**config.mk**
```make
export PLATFORM = sky130hd
export DESIGN_NAME = mul_div_controller
export DESIGN_NICKNAME = d
export VERILOG_FILES = /design/src/rtl/mul_div_controller.sv
export SDC_FILE = /design/constraint.sdc
export NUM_CORES = 1
export LEC_CHECK = 0
export CAP_MARGIN = 15
export CORE_ASPECT_RATIO = 1.25
export CORE_MARGIN = 1
export CORE_UTILIZATION = 39
export CTS_CLUSTER_DIAMETER = 50
export CTS_CLUSTER_SIZE = 25
export DETAILED_ROUTE_END_ITERATION = 16
export PLACE_DENSITY = 0.78
export REMOVE_ABC_BUFFERS = 1
export SYNTH_ARGS = -nofsm -noshare
export SYNTH_HDL_FRONTEND = slang
export SYNTH_SLANG_ARGS = --single-unit
```
**constraint.sdc**
```tcl
create_clock -name clock -period 3.5 [get_ports clock]
set_input_delay 0.875 -clock clock [delete_from_list [all_inputs] [get_ports clock]]
set_output_delay 0.875 -clock clock [all_outputs]
set_load 0.02 [all_outputs]
```
**src/rtl/mul_div_controller.sv**
```systemverilog
// mul_div_controller
//   Sequences the multiply/divide resource beside the ALU in the Execute stage.
//   This block owns the architectural HI/LO registers. It drives an external
//   fixed-latency unsigned multiplier and an unsigned AXI-stream divider. Both
//   units only ever see operand magnitudes. This block applies the sign to the
//   operands before each operation and to the result after it.
//
// Parameters
//   MUL_LATENCY     : cycles from operand presentation to a valid Mul_p (0..15)
//   DIV_FLUSH_DRAIN : 1 = after a flush, swallow the next divider result
//
// Ports
//   clock, reset_n              : rising-edge clock, async active-low reset
//   Start_mul / Start_div       : mult(u) / div(u) in EX this cycle
//   Signed_op                   : 1 = signed mult/div
//   Operand_a / Operand_b       : forwarded rs / rt
//   Mthi, Mtlo, Mfhi, Mflo      : HI/LO move instructions in EX
//   Flush                       : kill EX instruction, abort in-flight op
//   Mul_a, Mul_b, Mul_p         : external multiplier operands / product
//   Div_tvalid                  : operand valid for dividend and divisor
//   Div_dividend, Div_divisor   : divider magnitude operands
//   Div_dout_tvalid/_tdata      : divider result {quotient, remainder}
//   Hi, Lo                      : architectural registers
//   Hilo_read_data              : Hi on Mfhi, Lo on Mflo, else 0
//   Stall                       : hold IF/ID/EX
//   Busy                        : an operation is outstanding
//   Divide_zero                 : one-cycle pulse on divide by zero
module mul_div_controller #(
   parameter int unsigned MUL_LATENCY     = 3,
   parameter bit          DIV_FLUSH_DRAIN = 1'b1
) (
   input  logic        clock,
   input  logic        reset_n,
   input  logic        Start_mul,
   input  logic        Start_div,
   input  logic        Signed_op,
   input  logic [31:0] Operand_a,
   input  logic [31:0] Operand_b,
   input  logic        Mthi,
   input  logic        Mtlo,
   input  logic        Mfhi,
   input  logic        Mflo,
   input  logic        Flush,
   output logic [31:0] Mul_a,
   output logic [31:0] Mul_b,
   input  logic [63:0] Mul_p,
   output logic        Div_tvalid,
   output logic [31:0] Div_dividend,
   output logic [31:0] Div_divisor,
   input  logic        Div_dout_tvalid,
   input  logic [63:0] Div_dout_tdata,
   output logic [31:0] Hi,
   output logic [31:0] Lo,
   output logic [31:0] Hilo_read_data,
   output logic        Stall,
   output logic        Busy,
   output logic        Divide_zero
);

   typedef enum logic [2:0] {
      IDLE,
      MUL_WAIT,
      DIV_ISSUE,
      DIV_WAIT,
      DRAIN
   } state_t;

   state_t      state, state_next;
   logic [3:0]  cnt, cnt_next;
   logic [31:0] mag_a, mag_b;
   logic        neg_prod, neg_rem;
   logic [31:0] hi_q, lo_q;
   logic        dz_q;

   logic [31:0] abs_a, abs_b;
   logic        latch_en;
   logic        hi_we, lo_we;
   logic [31:0] hi_d, lo_d;
   logic        dz_d;
   logic [63:0] prod_fix;
   logic [31:0] quot_fix, rem_fix;

   assign abs_a = (Signed_op && Operand_a[31]) ? -Operand_a : Operand_a;
   assign abs_b = (Signed_op && Operand_b[31]) ? -Operand_b : Operand_b;

   // Sign post-processing: the quotient takes the XOR of the operand signs,
   // and the remainder takes the sign of the dividend.
   assign prod_fix = neg_prod ? -Mul_p : Mul_p;
   assign quot_fix = neg_prod ? -Div_dout_tdata[63:32] : Div_dout_tdata[63:32];
   assign rem_fix  = neg_rem  ? -Div_dout_tdata[31:0]  : Div_dout_tdata[31:0];

   always_ff @(posedge clock or negedge reset_n) begin
      if (!reset_n) begin
         state <= IDLE;
         cnt   <= '0;
      end else begin
         state <= state_next;
         cnt   <= cnt_next;
      end
   end

   always_comb begin
      state_next     = state;
      cnt_next       = cnt;
      latch_en       = 1'b0;
      hi_we          = 1'b0;
      lo_we          = 1'b0;
      hi_d           = hi_q;
      lo_d           = lo_q;
      dz_d           = 1'b0;
      Busy           = (state != IDLE);
      Div_tvalid     = (state == DIV_ISSUE);
      Stall          = Busy & (Start_mul | Start_div | Mthi | Mtlo | Mfhi | Mflo);
      Hilo_read_data = '0;
      if (Mfhi)
         Hilo_read_data = hi_q;
      else if (Mflo)
         Hilo_read_data = lo_q;

      case (state)
         IDLE: begin
            if (!Flush) begin
               if (Start_mul) begin
                  latch_en   = 1'b1;
                  cnt_next   = 4'(MUL_LATENCY);
                  state_next = MUL_WAIT;
               end else if (Start_div) begin
                  latch_en = 1'b1;
                  // A zero divisor never reaches the divider.
                  if (abs_b == '0)
                     dz_d = 1'b1;
                  else
                     state_next = DIV_ISSUE;
               end else begin
                  if (Mthi) begin
                     hi_we = 1'b1;
                     hi_d  = Operand_a;
                  end
                  if (Mtlo) begin
                     lo_we = 1'b1;
                     lo_d  = Operand_a;
                  end
               end
            end
         end
         MUL_WAIT: begin
            if (Flush) begin
               state_next = IDLE;
            end else if (cnt == '0) begin
               hi_we      = 1'b1;
               lo_we      = 1'b1;
               hi_d       = prod_fix[63:32];
               lo_d       = prod_fix[31:0];
               state_next = IDLE;
            end else begin
               cnt_next = cnt - 4'd1;
            end
         end
         DIV_ISSUE: begin
            // The divider has accepted the operands this cycle. A flush here
            // still leaves a result in flight.
            if (Flush)
               state_next = DIV_FLUSH_DRAIN ? DRAIN : IDLE;
            else
               state_next = DIV_WAIT;
         end
         DIV_WAIT: begin
            if (Flush) begin
               // If the result arrives in the same cycle as the flush, the
               // result is consumed here, so no drain is needed.
               if (Div_dout_tvalid || !DIV_FLUSH_DRAIN)
                  state_next = IDLE;
               else
                  state_next = DRAIN;
            end else if (Div_dout_tvalid) begin
               hi_we      = 1'b1;
               lo_we      = 1'b1;
               hi_d       = rem_fix;
               lo_d       = quot_fix;
               state_next = IDLE;
            end
         end
         DRAIN: begin
            if (Div_dout_tvalid)
               state_next = IDLE;
         end
         default: state_next = IDLE;
      endcase
   end

   always_ff @(posedge clock or negedge reset_n) begin
      if (!reset_n) begin
         mag_a    <= '0;
         mag_b    <= '0;
         neg_prod <= 1'b0;
         neg_rem  <= 1'b0;
         hi_q     <= '0;
         lo_q     <= '0;
         dz_q     <= 1'b0;
      end else begin
         dz_q <= dz_d;
         if (latch_en) begin
            mag_a    <= abs_a;
            mag_b    <= abs_b;
            neg_prod <= Signed_op & (Operand_a[31] ^ Operand_b[31]);
            neg_rem  <= Signed_op & Operand_a[31];
         end
         if (hi_we)
            hi_q <= hi_d;
         if (lo_we)
            lo_q <= lo_d;
      end
   end

   assign Mul_a        = mag_a;
   assign Mul_b        = mag_b;
   assign Div_dividend = mag_a;
   assign Div_divisor  = mag_b;
   assign Hi           = hi_q;
   assign Lo           = lo_q;
   assign Divide_zero  = dz_q;

endmodule
```
==> impl_metrics.csv, run 1 <==
group,metric,value,unit
clock_tree,cts_root_buffer,"clkbuf_16",
clock_tree,cts_sinks,138,
finish,drive_above_1_share,0.185,
synthesis,synth_cell_type_count,85,
placed_design,gp_congestion,1.01,
synthesis,netlist_area,0.0121,sq mm
power,seq_power_share,0.269,
worst_setup_path,r2r_cells,9,
synthesis,synth_top_family_by_area,"compound AO/OA/AOI/OAI gates",
routing,highest_layer,"met4",
synthesis,synth_cells,1522,
finish,syn2layout_area_growth,57.1,%
synthesis,synth_compound_area_frac,0.260,
clock_tree,clkLatencyLatePin,440,ps
sta,post-route-min-period,3470,ps
global_routing,grt_pass1_vias,14412,
finish,layout_commonest_cell,"clkdlybuf4s50_1",
routing,wl_met2,28100,um
power,p_switching,5160,uW
clock_tree,numCtsBuffers,17,
power,powerDensity,617,mW/mm^2
synthesis,synthSimpleGateAreaFrac,0.228,
worst_hold_path,hold_path.class,"primary input to async pin",
power,power.internal,6560,uW
worst_setup_path,worst-path-max-fanout,6,
floorplanning,ioPinCount,431,
synthesis,ys_top_cells_by_area,"dfrtp_1, xnor2_1, o21ai_0",
global_routing,grt_max_degree,67,
worst_setup_path,endpoint,"Hi[20]$_DFFE_PN0P_",
flow_run,cap_violations,0,
power,pwr-share-comb,0.576,
worst_setup_path,cp.required,3820,ps
sta,holdWs,430,ps
routing,met1_length,21200,um
routing,drtPass1Iterations,8,
power,clock_power_share,0.154,
sta,finalClockSkew,7.62,ps
floorplanning,die_h,199,um
power,power.leakage,0.00754,uW
clock_tree,clk_transition_reported_paths,60,ps
synthesis,synth_top_cell_area_share,0.285,
floorplanning,start_util,0.399,
sta,min_period_over_period,0.991,
sta,relSlewSlack,0.423,
routing,avgViaCountPerCell,5.88,
routing,ant_nets,0,
worst_setup_path,critical_path_class,"primary input to flip-flop",
synthesis,yosysTopAreaCell,"dfrtp_1",
placed_design,port-buffer-count,430,
synthesis,yosys_warnings,0,
placed_design,hpwlAfterDp,46500,um
synthesis,syn_avg_cell_area,7.95,sq um
power,ir_drop,0.000365,V
synthesis,ys_seq_elements,138,
global_routing,grt_antenna_before_repair,6,
sta,fmax,0.288,GHz
worst_setup_path,crit_arrival,3790,ps
routing,drc_errors,0,
worst_setup_path,start_kind,"primary input",
synthesis,synth_mux_area_frac,0.0120,
sta,setup_viol,0,
sta,fin_ws,30.8,ps
clock_tree,h-tree-depth,4,
sta,slew_violations,0,
floorplanning,core_area,0.0303,sq mm
floorplanning,die_w,160,um
clock_tree,tritoncts,"built",
power,swShare,0.440,
routing,num_vias,14791,
routing,drt_iter0_drc,1472,
finish,mostFrequentLayoutCells,"clkdlybuf4s50_1, buf_4, nand2_1",
sta,hold_viol_final,0,
synthesis,synth_edf_count,0,
clock_tree,clock_path_buffers,2,
routing,drt_wl_total,57500,um
finish,nets,2305,
synthesis,synthFlopType,"dfrtp_1",
placed_design,preCtsSetupSlack,-586,ps
global_routing,grt_pass1_wl,85500,um
routing,wl_per_cell,22.9,um
sta,rsz0062_at_grt,"no",
clock_tree,holdBufCountCts,0,
finish,fin_util,0.628,
routing,wl_met3,4770,um
sta,worst_pin_slew,862,ps
global_routing,overflow,0,
status,outcome,"completed",
synthesis,yosysSeqAreaShare,0.285,
global_routing,grt_usage,0.358,
worst_setup_path,end_kind,"flip-flop",
worst_setup_path,reg2reg_to,"Lo[29]$_DFFE_PN0P_",
floorplanning,die-area,0.0317,sq mm
synthesis,async_flop_share,1.00,
floorplanning,num_rows,71,
synthesis,synth_xor_area_frac,0.124,
worst_setup_path,critPathLaunch,"Div_dout_tdata[1]",
worst_setup_path,rrSetupSlack,820,ps
synthesis,synthAdderAreaFrac,0.00724,
worst_setup_path,r2r-start,"state[1]$_DFFE_PN0P_",
-- sequential cells by signal (all words and copies together), names as in the netlist --
name / cells
Div_dividend: 32
Hi: 32
Div_divisor: 32
state: 3
neg_rem: 1
neg_prod: 1
Divide_zero: 1
Lo: 32
cnt: 4
-- kinds of logic after synthesis --
family | after synthesis
AO/OA/AOI/OAI | 454
XOR/XNOR | 171
adder cells (fa/ha/maj) | 7
buffers and inverters | 196
flip-flops | 138
multiplexers | 14
AND/OR/NAND/NOR | 542
-- power by group through the flow --
stage	Clock (uW)	Combinational (uW)	Sequential, uW
2_1_floorplan	0	2030	4070
3_5_place_dp	0	6720	3160
3_3_place_gp	0	6630	3150
6_report	1810	6750	3160
4_1_cts	1820	6740	3140
5_1_grt	1890	7160	3220
-- metrics by stage --
step	TNS (ps)	instances	cell area, sq um	power [uW]
3_5_place_dp	-16150	2473	18300	9880
2_1_floorplan	-57480	1352	11200	6100
4_1_cts	0	2505	18900	11700
5_1_grt	0	2515	19000	12300
6_report	0	2515	19000	11700
3_3_place_gp	-14290	2473	18300	9780
-- per-layer routing --
layer | vias up | GRT usage
met4 | 0 | 0.212
li1 | 6702 | -
met5 | - | 0
met3 | 178 | 0.0588
met2 | 876 | 0.627
met1 | 7035 | 0.413
-- worst min path at each step --
stage                                            from                           to  slack, ps
after floorplan                    cnt[0]$_DFFE_PN0P_           cnt[0]$_DFFE_PN0P_        470
after global placement    Div_divisor[16]$_DFFE_PN0P_  Div_divisor[16]$_DFFE_PN0P_        480
after detailed placement  Div_divisor[18]$_DFFE_PN0P_  Div_divisor[18]$_DFFE_PN0P_        500
after CTS                                     reset_n  Div_divisor[24]$_DFFE_PN0P_        470
after global routing                          reset_n  Div_divisor[24]$_DFFE_PN0P_        480
final                                         reset_n  Div_divisor[24]$_DFFE_PN0P_        430
-- worst max-delay path, stage by stage --
cell,delay [ps]
clkdlybuf4s50_1,440
inv_1,90
ha_1,150
or3b_2,510
or3_4,410
or3_1,420
o41ai_1,340
xnor2_1,110
a222oi_1,330
o21ai_1,100
-- cells in the mapped netlist (all sizes together) (31+ instances only) --
library cell	count
a21oi	53
or4	32
buf	85
clkbuf	85
xnor2	119
nor3	46
o21ai	168
a22o	34
o41ai	31
or3	31
o31ai	36
nand2	196
dfrtp	138
nor2	103
xor2	52
-- cell type report --
| class | instances | area, sq um |
|---|---|---|
| multi-input cells | 1188 | 7760 |
| inverters | 26 | 97.6 |
| clock buffers | 20 | 447 |
| fillers | 2666 | 11300 |
| well taps | 401 | 502 |
| flip-flops and latches | 138 | 3450 |
| clock inverters | 12 | 126 |
| diodes | 6 | 15.0 |
| repair buffers | 724 | 6610 |
-- timing repair --
item,4_1_cts,5_1_grt
gates resized for setup,13,23
setup buffers,0,4
endpoints found under the setup margin,40,29
pin swaps,0,7
(Power assumes the default switching activity.)
==> inputs of run 2 (changes only) <==
Settings changed: CORE_AREA set to 2 2 169 171, CORE_ASPECT_RATIO 1.25 to not set, CORE_MARGIN 1 to not set, CORE_UTILIZATION 39 to not set, DIE_AREA set to 0 0 171 173, PLACE_DENSITY 0.78 to not set, PLACE_DENSITY_LB_ADDON set to 0.05.
==> run 2 against run 1 <==
Compared with the run above: die area shrank 6.8%; count of clock-buffer cells in the layout down 2; maximum frequency up 0.35%; register-to-register slack better by 120 ps; clock skew rose by 15 ps; critical path depth is 5 lower; flip-flop and latch count unchanged; total power grew 0.61%; via count down 0.51%; final cell count fell by 2.0%; critical path type is now primary input to primary output; critical endpoint is now Hilo_read_data[17]; largest power group unchanged.
==> impl_metrics.csv, run 2 (synthesis results as in run 1) <==
group,metric,value,unit
clock_tree,holdBufCountCts,0,
global_routing,grt_pass1_vias,14020,
routing,wl_met2,26000,um
power,ir_drop,0.000423,V
clock_tree,h-tree-depth,4,
worst_setup_path,reg2reg_to,"Lo[29]$_DFFE_PN0P_",
worst_setup_path,endpoint,"Hilo_read_data[17]",
floorplanning,core_area,0.0276,sq mm
floorplanning,num_rows,61,
sta,min_period_over_period,0.988,
routing,num_vias,14715,
worst_setup_path,critical_path_class,"primary input to primary output",
routing,wl_per_cell,22.7,um
sta,fmax,0.289,GHz
placed_design,port-buffer-count,430,
clock_tree,clkLatencyLatePin,460,ps
finish,syn2layout_area_growth,55.4,%
flow_run,cap_violations,0,
routing,drt_iter0_drc,1695,
power,power.leakage,0.00743,uW
sta,relSlewSlack,0.374,
routing,met1_length,22700,um
routing,drt_wl_total,55900,um
worst_setup_path,start_kind,"primary input",
global_routing,grt_pass1_wl,83400,um
floorplanning,start_util,0.438,
routing,ant_nets,0,
routing,drc_errors,0,
sta,worst_pin_slew,935,ps
global_routing,overflow,0,
worst_hold_path,hold_path.class,"primary input to async pin",
sta,slew_violations,0,
floorplanning,die-area,0.0296,sq mm
power,power.internal,6590,uW
clock_tree,cts_root_buffer,"clkbuf_16",
finish,nFillCells,2376,
finish,instances_no_fill,2464,
placed_design,hpwlAfterDp,43600,um
routing,avgViaCountPerCell,5.97,
power,p_switching,5200,uW
worst_setup_path,crit_arrival,2580,ps
worst_setup_path,r2r_cells,9,
global_routing,grt_antenna_before_repair,6,
worst_setup_path,critPathLaunch,"Mfhi",
placed_design,place_inst,2428,
power,swShare,0.441,
sta,hold_viol_final,0,
sta,holdWs,425,ps
finish,multi_input_comb_area,0.00776,sq mm
clock_tree,tritoncts,"built",
sta,fin_tns_setup,0,ps
power,seq_power_share,0.258,
clock_tree,numCtsBuffers,17,
finish,mostFrequentLayoutCells,"clkdlybuf4s50_1, buf_4, nand2_1",
power,clock_power_share,0.168,
floorplanning,ioPinCount,431,
finish,layout_commonest_cell,"clkdlybuf4s50_1",
clock_tree,cts_sinks,138,
routing,drtPass1Iterations,7,
finish,nets,2280,
worst_setup_path,end_kind,"primary output",
worst_setup_path,cp.required,2620,ps
routing,highest_layer,"met5",
sta,setup_viol,0,
global_routing,grt_usage,0.367,
clock_tree,clk_transition_reported_paths,70,ps
global_routing,grt_max_degree,68,
finish,drive_above_1_share,0.176,
sta,finalClockSkew,22.4,ps
routing,wl_met3,5240,um
clock_tree,postCtsSetupBuffers,0,
floorplanning,die_w,171,um
status,outcome,"completed",
finish,seq_area,0.00345,sq mm
worst_setup_path,rrSetupSlack,940,ps
power,powerDensity,627,mW/mm^2
placed_design,gp_congestion,0.983,
clock_tree,clock_path_buffers,2,
finish,fin_util,0.681,
worst_setup_path,r2r-start,"cnt[0]$_DFFE_PN0P_",
floorplanning,die_h,173,um
power,pwr-share-comb,0.574,
sta,post-route-min-period,3460,ps
worst_setup_path,worst-path-max-fanout,9,
power,finalPower,11800,uW
run 2: cell types whose count changed in the layout (fill, tap and decap cells not counted), sizes merged, moves of 2 or more:
cell      change
buf          -26
clkinvlp      -4
diode         -3
clkinv        -2
inv           +8
clkbuf        -2
run 2: what timing repair did:
| action | CTS | global route |
|---|---|---|
| hold endpoints to repair | 0 | 0 |
| resized for setup | 5 | 24 |
| cloned | 1 | 0 |
| setup endpoints to repair | 8 | 40 |
| pin swaps | 0 | 6 |
run 2: power groups by stage:
stage | clock [uW] | combinational (uW) | sequential, uW
5_1_grt | 2050 | 7200 | 3120
4_1_cts | 1990 | 6740 | 3030
6_report | 1980 | 6770 | 3040
3_5_place_dp | 0 | 6710 | 3040
3_3_place_gp | 0 | 6620 | 3020
2_1_floorplan | 0 | 2030 | 4070
run 2: layout make-up:
class,count,share of cell area
Antenna cell,3,0.000399
Tap cell,378,0.0251
Clock buffer,18,0.0233
Inverter,26,0.00519
Sequential cell,138,0.184
Multi-Input combinational cell,1189,0.413
Clock inverter,14,0.00938
Timing Repair Buffer,698,0.340
run 2: worst min-delay path by stage:
stage | slack, ps | cells past startpoint | end | startpoint
floorplan | 470 | 1 | cnt[0]$_DFFE_PN0P_ | cnt[0]$_DFFE_PN0P_
global placement | 480 | 2 | Div_divisor[18]$_DFFE_PN0P_ | Div_divisor[18]$_DFFE_PN0P_
detailed placement | 490 | 2 | Div_divisor[18]$_DFFE_PN0P_ | Div_divisor[18]$_DFFE_PN0P_
CTS | 470 | 1 | Div_divisor[9]$_DFFE_PN0P_ | reset_n
global route | 480 | 1 | Div_divisor[9]$_DFFE_PN0P_ | reset_n
finish | 430 | 1 | Div_divisor[9]$_DFFE_PN0P_ | reset_n
run 2: per-layer routing:
layer / GRT usage / vias to the layer above
li1: - / 6679
met1: 0.479 / 7037
met2: 0.597 / 856
met3: 0.0787 / 137
met4: 0.127 / 6
met5: 0 / -
run 2: critical path: stages:
cell and delay (ps):
clkdlybuf4s50_1 570, buf_4 250, buf_4 160, a22o_1 130, clkdlybuf4s50_1 600
run 2: metrics by stage:
| stage | instance area (sq um) | setup WS (ps) |
|---|---|---|
| 2_1_floorplan | 11200 | -2070 |
| 3_3_place_gp | 18100 | -422 |
| 3_5_place_dp | 18100 | -516 |
| 4_1_cts | 18700 | 1.88 |
| 5_1_grt | 18800 | -36.1 |
| 6_report | 18800 | 42.9 |
==> inputs of run 3 (changes only) <==
Settings changed: PLACE_DENSITY set to 0.74, PLACE_DENSITY_LB_ADDON 0.05 to not set.
==> run 3 against run 2 <==
Compared with the run above: the run now ends with setup timing left; final cell count increased by 1.4%; die area unchanged; flip-flop and latch count unchanged; count of clock-buffer cells in the layout decreased by 1; first-iteration DRC count decreased by 5.1%; wire length increased by 3.0%; final area increased by 1.7%; critical endpoint is now Divide_zero$_DFF_PN0_; via count increased by 0.80%; clock power decreased by 4%; sequential share of layout area decreased by 0.31 points; critical path type is now primary input to flip-flop.
==> impl_metrics.csv, run 3 (synthesis results as in run 1) <==
group,metric,value,unit
global_routing,overflow,0,
clock_tree,clock_path_buffers,2,
worst_setup_path,end_kind,"flip-flop",
sta,fin_ws,-1.55,ps
sta,hold_viol_final,0,
routing,num_vias,14833,
sta,finalClockSkew,14.0,ps
routing,drt_wl_total,57600,um
worst_setup_path,r2r-start,"cnt[0]$_DFFE_PN0P_",
clock_tree,numCtsBuffers,17,
floorplanning,die_w,171,um
finish,syn2layout_area_growth,58.1,%
clock_tree,tritoncts,"built",
global_routing,grt_usage,0.377,
worst_setup_path,rrSetupSlack,890,ps
routing,drtPass1Iterations,6,
placed_design,gp_congestion,1.04,
finish,mostFrequentLayoutCells,"clkdlybuf4s50_1, buf_4, nand2_1",
sta,worst_pin_slew,727,ps
finish,fin_util,0.692,
clock_tree,cts_sinks,138,
finish,instances_no_fill,2498,
routing,wl_per_cell,23.0,um
finish,multi_input_comb_area,0.00777,sq mm
power,powerDensity,619,mW/mm^2
placed_design,place_inst,2456,
global_routing,grt_antenna_before_repair,5,
power,ir_drop,0.000486,V
sta,slew_violations,0,
placed_design,port-buffer-count,430,
global_routing,grt_pass1_vias,14254,
flow_run,cap_violations,0,
global_routing,grt_max_degree,88,
clock_tree,clkLatencyLatePin,440,ps
status,violations,"setup timing",
clock_tree,cts_root_buffer,"clkbuf_16",
placed_design,hpwlAfterDp,46100,um
sta,rsz0062_at_grt,"yes",
worst_setup_path,crit_arrival,3850,ps
worst_setup_path,reg2reg_to,"Lo[16]$_DFFE_PN0P_",
worst_setup_path,worst-path-max-fanout,4,
worst_setup_path,critPathLaunch,"Operand_b[10]",
finish,nFillCells,2350,
floorplanning,num_rows,61,
finish,layout_commonest_cell,"clkdlybuf4s50_1",
worst_setup_path,cp.required,3840,ps
sta,post-route-min-period,3500,ps
floorplanning,die_h,173,um
worst_setup_path,start_kind,"primary input",
sta,setup_viol,1,
status,outcome,"finished, violations left",
routing,drt_iter0_drc,1609,
sta,relSlewSlack,0.515,
routing,ant_nets,0,
worst_setup_path,r2r_cells,8,
routing,drc_errors,0,
power,power.leakage,0.00790,uW
finish,drive_above_1_share,0.191,
clock_tree,clk_transition_reported_paths,80,ps
worst_hold_path,hold_path.class,"primary input to async pin",
floorplanning,die-area,0.0296,sq mm
clock_tree,h-tree-depth,4,
worst_setup_path,critical_path_class,"primary input to flip-flop",
floorplanning,core_area,0.0276,sq mm
global_routing,grt_pass1_wl,85200,um
routing,avgViaCountPerCell,5.94,
floorplanning,ioPinCount,431,
sta,fmax,0.286,GHz
finish,nets,2313,
worst_setup_path,endpoint,"Divide_zero$_DFF_PN0_",
sta,min_period_over_period,1.00,
finish,seq_area,0.00345,sq mm
floorplanning,start_util,0.438,
clock_tree,holdBufCountCts,0,
-- run 3: changes by cell type in the layout (fill, tap and decap cells not counted), moves of 2 or more --
cell / previous run / this run
dlymetal6s2s_1: 5 / 28
o21ai_0: 156 / 158
o41ai_2: 2 / 5
o21ai_1: 12 / 10
dlygate4sd2_1: 1 / 5
o41ai_1: 25 / 22
buf_12: 5 / 7
buf_4: 261 / 294
clkdlybuf4s50_1: 423 / 395
-- run 3: layout make-up --
type	instances	area share
diodes	4	0.000523
clock buffers	17	0.0222
clock inverters	15	0.00909
inverters	26	0.00510
multi-input cells	1188	0.406
flip-flops and latches	138	0.181
well taps	378	0.0247
repair buffers	732	0.352
-- run 3: what timing repair did --
item / CTS / global route
pin swaps: 4 / 4
setup buffers: 4 / 2
gates resized for setup: 8 / 48
setup endpoints to repair: 26 / 51
-- run 3: layer usage --
layer	part of all wire	vias to the layer above	track usage
li1	-	6714	-
met1	0.38	7042	0.473
met2	0.48	915	0.630
met3	0.092	160	0.0696
met4	0.047	2	0.163
met5	0.00023	-	0
-- run 3: how the worst min path moves through the flow --
stage,endpoint,slack (ps),depth (start not counted)
3_5_place_dp,Div_divisor[9]$_DFFE_PN0P_,490,2
5_1_grt,Div_divisor[25]$_DFFE_PN0P_,390,1
6_report,Div_divisor[25]$_DFFE_PN0P_,360,1
4_1_cts,Div_divisor[25]$_DFFE_PN0P_,370,1
2_1_floorplan,cnt[0]$_DFFE_PN0P_,470,1
3_3_place_gp,Lo[1]$_DFFE_PN0P_,490,2
-- run 3: power breakdown --
group | switching [uW] | internal (uW) | leakage [uW]
Clock | 887 | 1020 | 0.000291
Combinational | 3620 | 3210 | 0.00592
Sequential | 820 | 2280 | 0.00168
-- run 3: worst max-delay path: stages --
cell and delay, ps:
clkdlybuf4s50_1 450, buf_4 180, nor4_2 530, nand3_2 200
o41ai_4 280, xnor2_1 90, or4_1 500, or4_1 530
nor3_2 220
-- run 3: stage by stage --
stage	total power, uW	setup TNS [ps]	setup WS, ps	cell area, sq um	hold slack [ps]
after global routing	12400	-99.6	-74.0	19100	386
after CTS	11800	-1220	-89.2	18900	368
after global placement	9810	-14940	-463	18300	485
after detailed placement	9890	-17540	-543	18300	491
final	11800	-1.55	-1.55	19100	356
after floorplan	6100	-57480	-2070	11200	471
